<file path="src/rtl/alu_seq_pkg.sv">
// Opcodes, flag bit positions and FSM states shared by
// the byte-serial ALU and its 8-bit per-byte engine.
package alu_seq_pkg;

   localparam logic [4:0] OP_ADD  = 5'b00000;
   localparam logic [4:0] OP_ADC  = 5'b00001;
   localparam logic [4:0] OP_SUB  = 5'b00010;
   localparam logic [4:0] OP_SBC  = 5'b00011;
   localparam logic [4:0] OP_CP   = 5'b00100;
   localparam logic [4:0] OP_AND  = 5'b00101;
   localparam logic [4:0] OP_OR   = 5'b00110;
   localparam logic [4:0] OP_XOR  = 5'b00111;
   localparam logic [4:0] OP_INC  = 5'b10111;
   localparam logic [4:0] OP_DEC  = 5'b11000;
   localparam logic [4:0] OP_ADDW = 5'b11001;

   localparam int F_Z = 7;
   localparam int F_N = 6;
   localparam int F_H = 5;
   localparam int F_C = 4;

   typedef enum logic [1:0] {IDLE, BUSY, DONE} state_t;

   function automatic logic is_add(input logic [4:0] op);
      return op inside {OP_ADD, OP_ADC, OP_INC, OP_ADDW};
   endfunction

   function automatic logic is_sub(input logic [4:0] op);
      return op inside {OP_SUB, OP_SBC, OP_CP, OP_DEC};
   endfunction

   function automatic logic is_logic(input logic [4:0] op);
      return op inside {OP_AND, OP_OR, OP_XOR};
   endfunction

   function automatic logic is_incdec(input logic [4:0] op);
      return op inside {OP_INC, OP_DEC};
   endfunction

   // INC/DEC are built as +/- 0 with a forced carry-in
   function automatic logic first_cin(input logic [4:0] op,
                                      input logic [7:0] f);
      if (op == OP_ADC || op == OP_SBC) return f[F_C];
      if (is_incdec(op)) return 1'b1;
      return 1'b0;
   endfunction

endpackage

</file>
<file path="src/rtl/alu_seq_alu8.sv">
// Combinational 8-bit ALU used as the per-byte engine
// of alu_seq; carry enters and leaves through flag bit C.
module alu8
   import alu_seq_pkg::*;
(
   input  logic [4:0] opcode,
   input  logic [7:0] a,
   input  logic [7:0] b,
   input  logic [7:0] flagsIn,
   output logic [7:0] res,
   output logic [7:0] flagsOut
);

   logic       cin;
   logic       h;
   logic       c;
   logic       n;
   logic       pass;
   logic [7:0] val;
   logic [3:0] unused_nib;
   logic       unused_lo;

   assign unused_lo = ^flagsIn[3:0];

   always_comb begin
      cin = (opcode == OP_ADC || opcode == OP_SBC) ?
            flagsIn[F_C] : 1'b0;
      val        = a;
      res        = a;
      h          = 1'b0;
      c          = 1'b0;
      n          = 1'b0;
      pass       = 1'b0;
      unused_nib = '0;
      unique case (opcode)
         OP_ADD, OP_ADC: begin
            {c, val} = {1'b0, a} + {1'b0, b} + {8'd0, cin};
            {h, unused_nib} = {1'b0, a[3:0]} + {1'b0, b[3:0]}
                              + {4'd0, cin};
            res = val;
         end
         OP_SUB, OP_SBC, OP_CP: begin
            {c, val} = {1'b0, a} - {1'b0, b} - {8'd0, cin};
            {h, unused_nib} = {1'b0, a[3:0]} - {1'b0, b[3:0]}
                              - {4'd0, cin};
            n   = 1'b1;
            res = (opcode == OP_CP) ? a : val;
         end
         OP_AND: begin
            val = a & b;
            h   = 1'b1;
            res = val;
         end
         OP_OR: begin
            val = a | b;
            res = val;
         end
         OP_XOR: begin
            val = a ^ b;
            res = val;
         end
         default: pass = 1'b1;
      endcase
      flagsOut = {val == 8'd0, n, h, c, 4'b0000};
      if (pass) flagsOut = {flagsIn[7:4], 4'b0000};
   end

endmodule

</file>
<file path="src/rtl/alu_seq.sv">
// Byte-serial ALU: one alu8 pass per byte, LSB first,
// with a valid/ready request side and a held result side.
module alu_seq
   import alu_seq_pkg::*;
#(
   parameter int DATA_W = 16
)
(
   input  logic              clk,
   input  logic              rst,
   input  logic              in_valid,
   output logic              in_ready,
   input  logic [4:0]        opcode,
   input  logic [DATA_W-1:0] regA,
   input  logic [DATA_W-1:0] regB,
   input  logic [7:0]        flagsIn,
   output logic              out_valid,
   input  logic              out_ready,
   output logic [DATA_W-1:0] res,
   output logic [7:0]        flagsOut
);

   localparam int NBYTES = DATA_W / 8;
   localparam int IW = (NBYTES > 1) ? $clog2(NBYTES) : 1;

   state_t            state;
   state_t            state_n;
   logic [4:0]        op;
   logic [DATA_W-1:0] a_sh;
   logic [DATA_W-1:0] b_sh;
   logic [3:0]        f_hi;
   logic [IW-1:0]     idx;
   logic              carry;
   logic              zacc;
   logic              last;
   logic              known;
   logic              pass_a;
   logic              z_n;
   logic [4:0]        eng_op;
   logic [7:0]        eng_res;
   logic [7:0]        eng_flags;
   logic [7:0]        byte_res;
   logic [7:0]        flags_n;
   logic              unused_bits;

   assign unused_bits = ^{flagsIn[3:0], eng_flags[3:0]};

   always_ff @(posedge clk) begin
      if (rst) state <= IDLE;
      else     state <= state_n;
   end

   always_comb begin
      state_n = state;
      unique case (state)
         IDLE:    if (in_valid)  state_n = BUSY;
         BUSY:    if (last)      state_n = DONE;
         DONE:    if (out_ready) state_n = IDLE;
         default: state_n = IDLE;
      endcase
   end

   always_comb begin
      in_ready  = (state == IDLE);
      out_valid = (state == DONE);
   end

   always_comb begin
      last   = (idx == IW'(NBYTES - 1));
      known  = is_add(op) || is_sub(op) || is_logic(op);
      pass_a = !known || (op == OP_CP);
      unique case (1'b1)
         is_sub(op):   eng_op = OP_SBC;
         is_logic(op): eng_op = op;
         default:      eng_op = OP_ADC;
      endcase
   end

   alu8 u_alu8 (
      .opcode   (eng_op),
      .a        (a_sh[7:0]),
      .b        (b_sh[7:0]),
      .flagsIn  ({3'b000, carry, 4'b0000}),
      .res      (eng_res),
      .flagsOut (eng_flags)
   );

   always_comb begin
      byte_res = pass_a ? a_sh[7:0] : eng_res;
      z_n      = zacc & eng_flags[F_Z];
      flags_n  = {z_n, eng_flags[F_N], eng_flags[F_H],
                  eng_flags[F_C], 4'b0000};
      if (op == OP_ADDW)  flags_n[F_Z] = f_hi[F_Z-4];
      if (is_incdec(op))  flags_n[F_C] = f_hi[F_C-4];
      if (!known)         flags_n = {f_hi, 4'b0000};
   end

   // Operands shift right so the active byte is always [7:0]
   always_ff @(posedge clk) begin
      if (rst) begin
         op       <= OP_ADD;
         a_sh     <= '0;
         b_sh     <= '0;
         f_hi     <= '0;
         idx      <= '0;
         carry    <= 1'b0;
         zacc     <= 1'b0;
         res      <= '0;
         flagsOut <= '0;
      end else if (state == IDLE && in_valid) begin
         op    <= opcode;
         a_sh  <= regA;
         b_sh  <= is_incdec(opcode) ? '0 : regB;
         f_hi  <= flagsIn[7:4];
         idx   <= '0;
         carry <= first_cin(opcode, flagsIn);
         zacc  <= 1'b1;
      end else if (state == BUSY) begin
         a_sh  <= a_sh >> 8;
         b_sh  <= b_sh >> 8;
         idx   <= idx + 1'b1;
         carry <= eng_flags[F_C];
         zacc  <= z_n;
         res   <= (res >> 8) | (DATA_W'(byte_res) << (DATA_W - 8));
         if (last) flagsOut <= flags_n;
      end
   end

endmodule

</file>
<file path="config.mk">
export PLATFORM = sky130hd
export DESIGN_NAME = alu_seq
export DESIGN_NICKNAME = d
export VERILOG_FILES = /design/src/rtl/alu_seq_pkg.sv /design/src/rtl/alu_seq_alu8.sv /design/src/rtl/alu_seq.sv
export SDC_FILE = /design/constraint.sdc
export NUM_CORES = 1
export LEC_CHECK = 0
export CAP_MARGIN = 15
export CELL_PAD_IN_SITES_DETAIL_PLACEMENT = 1
export CELL_PAD_IN_SITES_GLOBAL_PLACEMENT = 2
export CORE_ASPECT_RATIO = 1.75
export CORE_UTILIZATION = 30
export DETAILED_ROUTE_END_ITERATION = 16
export GPL_TIMING_DRIVEN = 0
export PLACE_DENSITY = 0.77
export SLEW_MARGIN = 10
export SYNTH_ARGS = -nofsm -noshare
export SYNTH_HDL_FRONTEND = slang
export SYNTH_SLANG_ARGS = --single-unit
export TNS_END_PERCENT = 20
</file>
<file path="constraint.sdc">
create_clock -name clk -period 3.9 [get_ports clk]
set_input_delay 1.17 -clock clk [delete_from_list [all_inputs] [get_ports clk]]
set_output_delay 1.17 -clock clk [all_outputs]
set_load 0.02 [all_outputs]
</file>
======== Word level (Yosys, flattened, before mapping) ========
Index checks and enable logic that the tools add are counted.
storage, ports and cells
  register bits after elaboration ......... 70
  input port bits ......................... 49
  output and inout bits ................... 26
  logic and storage cells ................. 112
cells by class
  add/subtract/negate cells ............... 9
  equality and inequality tests ........... 26
  muxes and demuxes ....................... 37
  bitwise operators ....................... 6
  reductions and logical operators ........ 24
operators with widths
  kind                                                                   number
  16-bit two-way mux                                                     5
  8-bit case mux with 5 select lines                                     2
  5-bit by 3-bit equality test with 1-bit output, second input constant  8
  8-bit two-way mux                                                      4
  5-bit by 2-bit equality test with 1-bit output, second input constant  5
  5-bit equality test, second input constant                             5
  1-bit two-way mux                                                      19
  8-bit by 16-bit bitwise OR with 16-bit output                          1
  5-bit by 1-bit equality test with 1-bit output, second input constant  3
  5-bit zero test                                                        2
  5-bit case mux with 2 select lines                                     1
  8-bit by 8-bit adder with 9-bit output                                 1
  9-bit by 1-bit adder with 9-bit output                                 1
  8-bit by 8-bit subtractor with 9-bit output                            1
  9-bit by 1-bit subtractor with 9-bit output                            1
  8-bit bitwise AND                                                      1
  8-bit zero test                                                        1
  8-bit bitwise OR                                                       1
  4-bit nonzero test                                                     2
  8-bit OR reduction                                                     1
  8-bit XOR                                                              1
  2-bit two-way mux                                                      3
  2-bit case mux with 3 select lines                                     1
  3-bit AND reduction                                                    2
  22 further kinds                                                       30

======== Depth between registers and ports, before layout ========
  depth in word-level cells ............... 13
  mapped depth ............................ 16
  gate-level depth less buffers ........... 15

======== Cells and area by module ========
From an unflattened synthesis, not the netlist that was laid out.
second synthesis, totals
  cells, all modules ...................... 572
  area total of the unflattened synthesis .. 4,411.7 sq um
modules (own cells, without submodules)
  module   times used  cells each  area an instance (sq um)  seq. area each (sq um)
  alu_seq  1           348         2,813.9                   1,321.3
  alu8     1           224         1,597.8                   0.0

======== Worst setup path after synthesis ========
Ideal clock, no wire load.
  kind .................................... reg-to-reg
  start point ............................. reg op[3]
  end point ............................... reg flagsOut[7]
  library setup time ...................... 0.079 ns
  arrival ................................. 3.112 ns
  data required time ...................... 3.821 ns
  setup slack ............................. 0.709 ns
  cell stages (with the launch flop) ...... 17
  path buffers ............................ 1
  clock period less this slack ............ 3.191 ns
  cell sequence ........................... dfxtp_1 buf_4 nor2_1 nand2_1 o21ai_0 inv_1 fa_1 inv_1 ha_1 o21ai_0 nand2_1 xor2_1 a221oi_2 nand4_1 nor4_2 nand3b_1 a211oi_2
between the ends
  longest elaborated chain between the ends .. 13
  elaborated cells between the ends (all ways) .. 38
  classes of those cells .................. add/sub (2); eq/ne (17); mux (6); bitwise (1); reduce/logical (12)
RTL lines
  item                                                                                                                     line                                    source
  start, declared                                                                                                          alu_seq.sv:28                           logic [4:0] op;
  start signal, assigned                                                                                                   alu_seq.sv:111                          op <= opcode;
  5-bit by 2-bit equality test with 1-bit output (tied with other cells)                                                   alu_seq_pkg.sv:29                       return op inside {OP_SUB, OP_SBC, OP_CP, OP_DEC};
  4-bit nonzero test / 3-bit nonzero test (equally long branches)                                                          alu_seq_pkg.sv:29, alu_seq_pkg.sv:33
  5-bit case mux with 2 select lines                                                                                       alu_seq.sv:72                           unique case (1'b1)
  5-bit by 1-bit equality test with 1-bit output / 5-bit by 2-bit equality test with 1-bit output (equally long branches)  alu_seq_alu8.sv:26, alu_seq_alu8.sv:35
  1-bit logical OR                                                                                                         alu_seq_alu8.sv:26                      cin = (opcode == OP_ADC || opcode == OP_SBC) ?
  1-bit two-way mux                                                                                                        alu_seq_alu8.sv:26
  9-bit by 1-bit subtractor with 9-bit output / 9-bit by 1-bit adder with 9-bit output (equally long branches)             alu_seq_alu8.sv:43, alu_seq_alu8.sv:37
  8-bit case mux with 5 select lines                                                                                       alu_seq_alu8.sv:35                      unique case (opcode)
  8-bit zero test                                                                                                          alu_seq_alu8.sv:64                      flagsOut = {val == 8'd0, n, h, c, 4'b0000};
  8-bit two-way mux                                                                                                        alu_seq_alu8.sv:65                      if (pass) flagsOut = {flagsIn[7:4], 4'b0000};
  1-bit bitwise AND                                                                                                        alu_seq.sv:90                           z_n = zacc & eng_flags[F_Z];
  1-bit two-way mux                                                                                                        alu_seq.sv:93                           if (op == OP_ADDW) flags_n[F_Z] = f_hi[F_Z-4];
  8-bit two-way mux (*)                                                                                                    alu_seq.sv:95                           if (!known) flags_n = {f_hi, 4'b0000};
  end signal, assigned                                                                                                     alu_seq.sv:125                          if (last) flagsOut <= flags_n;
  end, declared                                                                                                            alu_seq.sv:20                           output logic [7:0] flagsOut
Mark *: on every way between the ends. The rest lies on a longest branch, timed or not.
A chain may end at the register's enable or synchronous reset.

======== Final worst setup path ========
  start point ............................. reg op[0]
  end point ............................... reg flagsOut[7]
The elaborated chain is that of the path after synthesis.

==> metrics.md <==
| Metric | Value |
|---|---|
| Sink Count | `66` |
| Most frequent cell after synthesis | `nand2_1` |
| Post-route ant nets | `0` |
| Static Leakage | `roughly 2.0 nW` |
| Worst reg2reg path depth | `15` |
| Status | `finished clean` |
| Worst Skew | `approximately 6.7 ps` |
| Yosys warns | `0` |
| Hold path start | `f_hi[2]$_SDFFE_PP0P_` |
| Final setup violation count | `0` |
| Via count | `about 4000` |
| Clock transition at path regs | `roughly 50 ps` |
| Hold path depth | `2` |
| Boundary Pins | `75` |
| Row count | `55` |
| WP data arrival | `3840 ps` |
| First-pass GRT wire length | `22580 microns` |
| # diodes | `0` |
| Ratio of cells with drive above 1 in the final layout | `~7.5%` |
| Grt ovf | `0` |
| Synthesized cell area | `around 0.0041 sq mm` |
| Commonest cells in the netlist | `nand2_1, a21oi_1, dfxtp_1, nor2_1, ha_1` |
| Postcts setup bufs | `0` |
| CP cell instances | `buf_2 -> nor2_1 -> o21ai_1 -> inv_1 -> fa_1 -> inv_1 -> ha_1 -> o21ai_2 -> nand2_1 -> xor2_1 -> a221oi_2 -> nand4_1 -> nor4_4 -> nand3b_1 -> a211oi_2` |
| Synth area leaders | `dfxtp_1, ha_1, a21oi_1, nand2_1, nor2_1` |
| Asr flop ratio synth | `0%` |
| Vias in the first global route | `approximately 4300` |
| CP startpoint kind | `register` |
| Most frequent CP cell | `inv_1` |
| Starting Density | `31.09%` |
| Worst setup EP type | `register` |
| Core Util, Final | `approximately two fifths` |
| Net Sw Frac | `between 30% and 40%` |
| Worst hold margin | `about 460 ps` |
| #FFs+latches synth | `between 60 and 70` |
| Total CTS buffers | `9` |
| Actual slew at the worst max-slew pin | `roughly 870 ps` |
| Avg WL per Cell | `18.54 microns` |
| H-Tree Depth | `3` |
| Critical Path RT | `about 4200 ps` |
| Worst hold-check path type | `reg2reg` |
| Reg-to-reg slack, setup | `approximately 310 ps` |
| Total power draw | `approximately 0.0023 W` |
| Maximum clock frequency | `~0.28 GHz` |
| Crit path max fanout | `10` |
| Largest net degree at the start of global routing | `11` |
| Max-slew violations | `0` |
| EDFF count, synth | `0` |
| MaxCap Viol Count | `0` |
| Max IR drop VDD | `approximately 240 uV` |
| Worst Setup Slack, final | `312.0 ps` |
| DRC violations left | `0` |
| RSZ-0062 raised after global routing | `no` |
| Non-Filler Instances | `770` |
| Met2 Track Usage GR | `between 40% and 50%` |
| Syn Inst Count | `516` |
| Final period utilization | `approximately 92%` |
| Psw | `between 0.0007 and 0.0008 W` |
| Detailed Routing Iterations Pass 1 | `4` |
| Post-synth top flop | `dfxtp_1` |
| Synth top area share | `32.50%` |
| Register area share after synthesis | `32.50%` |
| Slew HR | `41.56%` |
| Seq pwr share | `between 30% and 40%` |
| Placed Instances | `755` |
| Worst path max stage delay | `~560 ps` |
| Post-layout nets | `roughly 680` |
| Die height | `156.0 microns` |
| CTS tree | `yes` |
| Clk_lat worst skew | `between 300 and 400 ps` |
| Post-Syn Area per Cell | `7.878 sq um` |
| Clk network pwr share | `approximately a third` |
| Part of the power in combinational logic | `a little under a third` |
| DR iter-0 viols | `94` |
| Area Overhead vs Synth | `28.96%` |
| Min cycle time layout | `~3600 ps` |
| IO Port Bufs | `between 60 and 70` |
| HPWL after DPL | `11620 microns` |
| Clock root buffer | `clkbuf_16` |
| Post-DR vias/cell | `5.165` |
| Area leader, netlist | `dfxtp_1` |
| Filler cells | `~1600` |
| GRT Total Usage | `a little over a fifth` |
| Final wirelength | `roughly 14000 microns` |
| Cell at the slowest stage of the critical path | `fa_1` |
| Synth cell types | `between 60 and 70` |
| Worst flop-to-flop path startpoint | `op[0]$_SDFFE_PP0P_` |
| Worst Hold Path EP | `f_hi[2]$_SDFFE_PP0P_` |
| Pwr Density | `approximately 430 mW/mm^2` |
| Routing usage on met1 | `a little over a fifth` |
| Busiest grt layer | `met2` |
| R2R Path End | `flagsOut[7]$_SDFFE_PP0P_` |
| Core area | `~0.013 sq mm` |
| WS Path Type | `reg2reg` |
| Global routing usage on met3 | `around 2.9%` |
| GP Congestion | `0.8282` |
| Die area | `around 0.014 sq mm` |
| CTS max path bufs | `2` |
| Hold Vio Cnt, Final | `0` |
| Overall die width | `90.00 microns` |
| Initial antenna violation count | `0` |
| Worst slack, placed | `-136.1 ps` |
| Internal power | `approximately 0.0015 W` |
worst max-delay path by stage:
stage,startpoint,to,slack (ps),depth (start not counted)
floorplan,op[3]$_SDFFE_PP0P_,flagsOut[7]$_SDFFE_PP0P_,710,16
global placement,op[3]$_SDFFE_PP0P_,flagsOut[7]$_SDFFE_PP0P_,-50,16
detailed placement,op[3]$_SDFFE_PP0P_,flagsOut[7]$_SDFFE_PP0P_,-140,16
CTS,op[0]$_SDFFE_PP0P_,flagsOut[7]$_SDFFE_PP0P_,50,15
global route,op[3]$_SDFFE_PP0P_,flagsOut[7]$_SDFFE_PP0P_,30,16
finish,op[0]$_SDFFE_PP0P_,flagsOut[7]$_SDFFE_PP0P_,310,15
stage by stage:
| stage | area (sq um) | TNS [ps] |
|---|---|---|
| after floorplan | 4076 | 0 |
| after global placement | 4941 | -54.71 |
| after detailed placement | 4941 | -206.7 |
| after CTS | 5230 | 0 |
| after global routing | 5243 | 0 |
| final | 5243 | 0 |
cell families after synthesis:
family / share of synthesized area (%)
AO/OA/AOI/OAI: 25.79
adder cells (fa/ha/maj): 11.20
multiplexers: 0.5540
buffers and inverters: 6.987
AND/OR/NAND/NOR: 20.71
other: 0.09225
flip-flops: 32.50
XOR/XNOR: 2.154
power groups by stage:
stage / combinational, W / clock (W) / sequential, W
after detailed placement: 0.000692 / 0 / 0.000777
after CTS: 0.000699 / 0.000811 / 0.000763
after global routing: 0.000777 / 0.000841 / 0.000768
after global placement: 0.000679 / 0 / 0.000774
after floorplan: 0.000443 / 0 / 0.000776
final: 0.000699 / 0.000795 / 0.000762
layout by cell type (no fill, tap or decap), types with 5 or more instances in the layout:
| cell type | count |
|---|---|
| a2111oi_0 | 8 |
| a211oi_1 | 5 |
| a21oi_1 | 71 |
| a22oi_1 | 17 |
| buf_2 | 5 |
| buf_4 | 5 |
| clkbuf_1 | 22 |
| clkbuf_16 | 9 |
| clkdlybuf4s50_1 | 65 |
| dfxtp_1 | 66 |
| ha_1 | 30 |
| inv_1 | 27 |
| nand2_1 | 78 |
| nand3_1 | 10 |
| nor2_1 | 50 |
| nor2b_1 | 7 |
| nor3_1 | 8 |
| o211ai_1 | 7 |
| o21a_1 | 5 |
| o21ai_0 | 6 |
| xor2_1 | 6 |
state kept, by name, summed over array words and instances, names as in the netlist:
register / flops
a_sh: 16
b_sh: 16
res: 16
op: 5
f_hi: 4
flagsOut: 4
state: 2
carry: 1
idx: 1
zacc: 1
worst max-delay path: cells and delay by family (launching register included):
kind                     cells  cell delay, ps
AND/OR/NAND/NOR              5             830
AO/OA/AOI/OAI                4             990
adder cells (fa/ha/maj)      2             740
XOR/XNOR                     1             160
buffers and inverters        3             420
flip-flops                   1             360
layer usage:
layer,part of all wire (%),vias up
met3,2.5,38
met5,0,-
met2,55,95
li1,-,1952
met1,39,1892
met4,4.1,0
final cells by class:
type | instances | area, sq um | area share [%]
Sequential cell | 66 | 1321 | 25.20
Clock inverter | 3 | 40.04 | 0.7637
Timing Repair Buffer | 65 | 650.6 | 12.41
Multi-Input combinational cell | 390 | 2486 | 47.42
Buffer | 36 | 182.7 | 3.484
Inverter | 27 | 101.3 | 1.933
Clock buffer | 12 | 246.5 | 4.702
Tap cell | 171 | 214.0 | 4.081
timing repair:
item / in CTS / in global routing
setup endpoints to repair: 2 / 2
endpoints found under the hold margin: 0 / 0
gates resized for setup: 2 / 3
cloned: 0 / 0
hold buffers: 0 / 0
No activity file was read; power rests on OpenSTA's default activity.
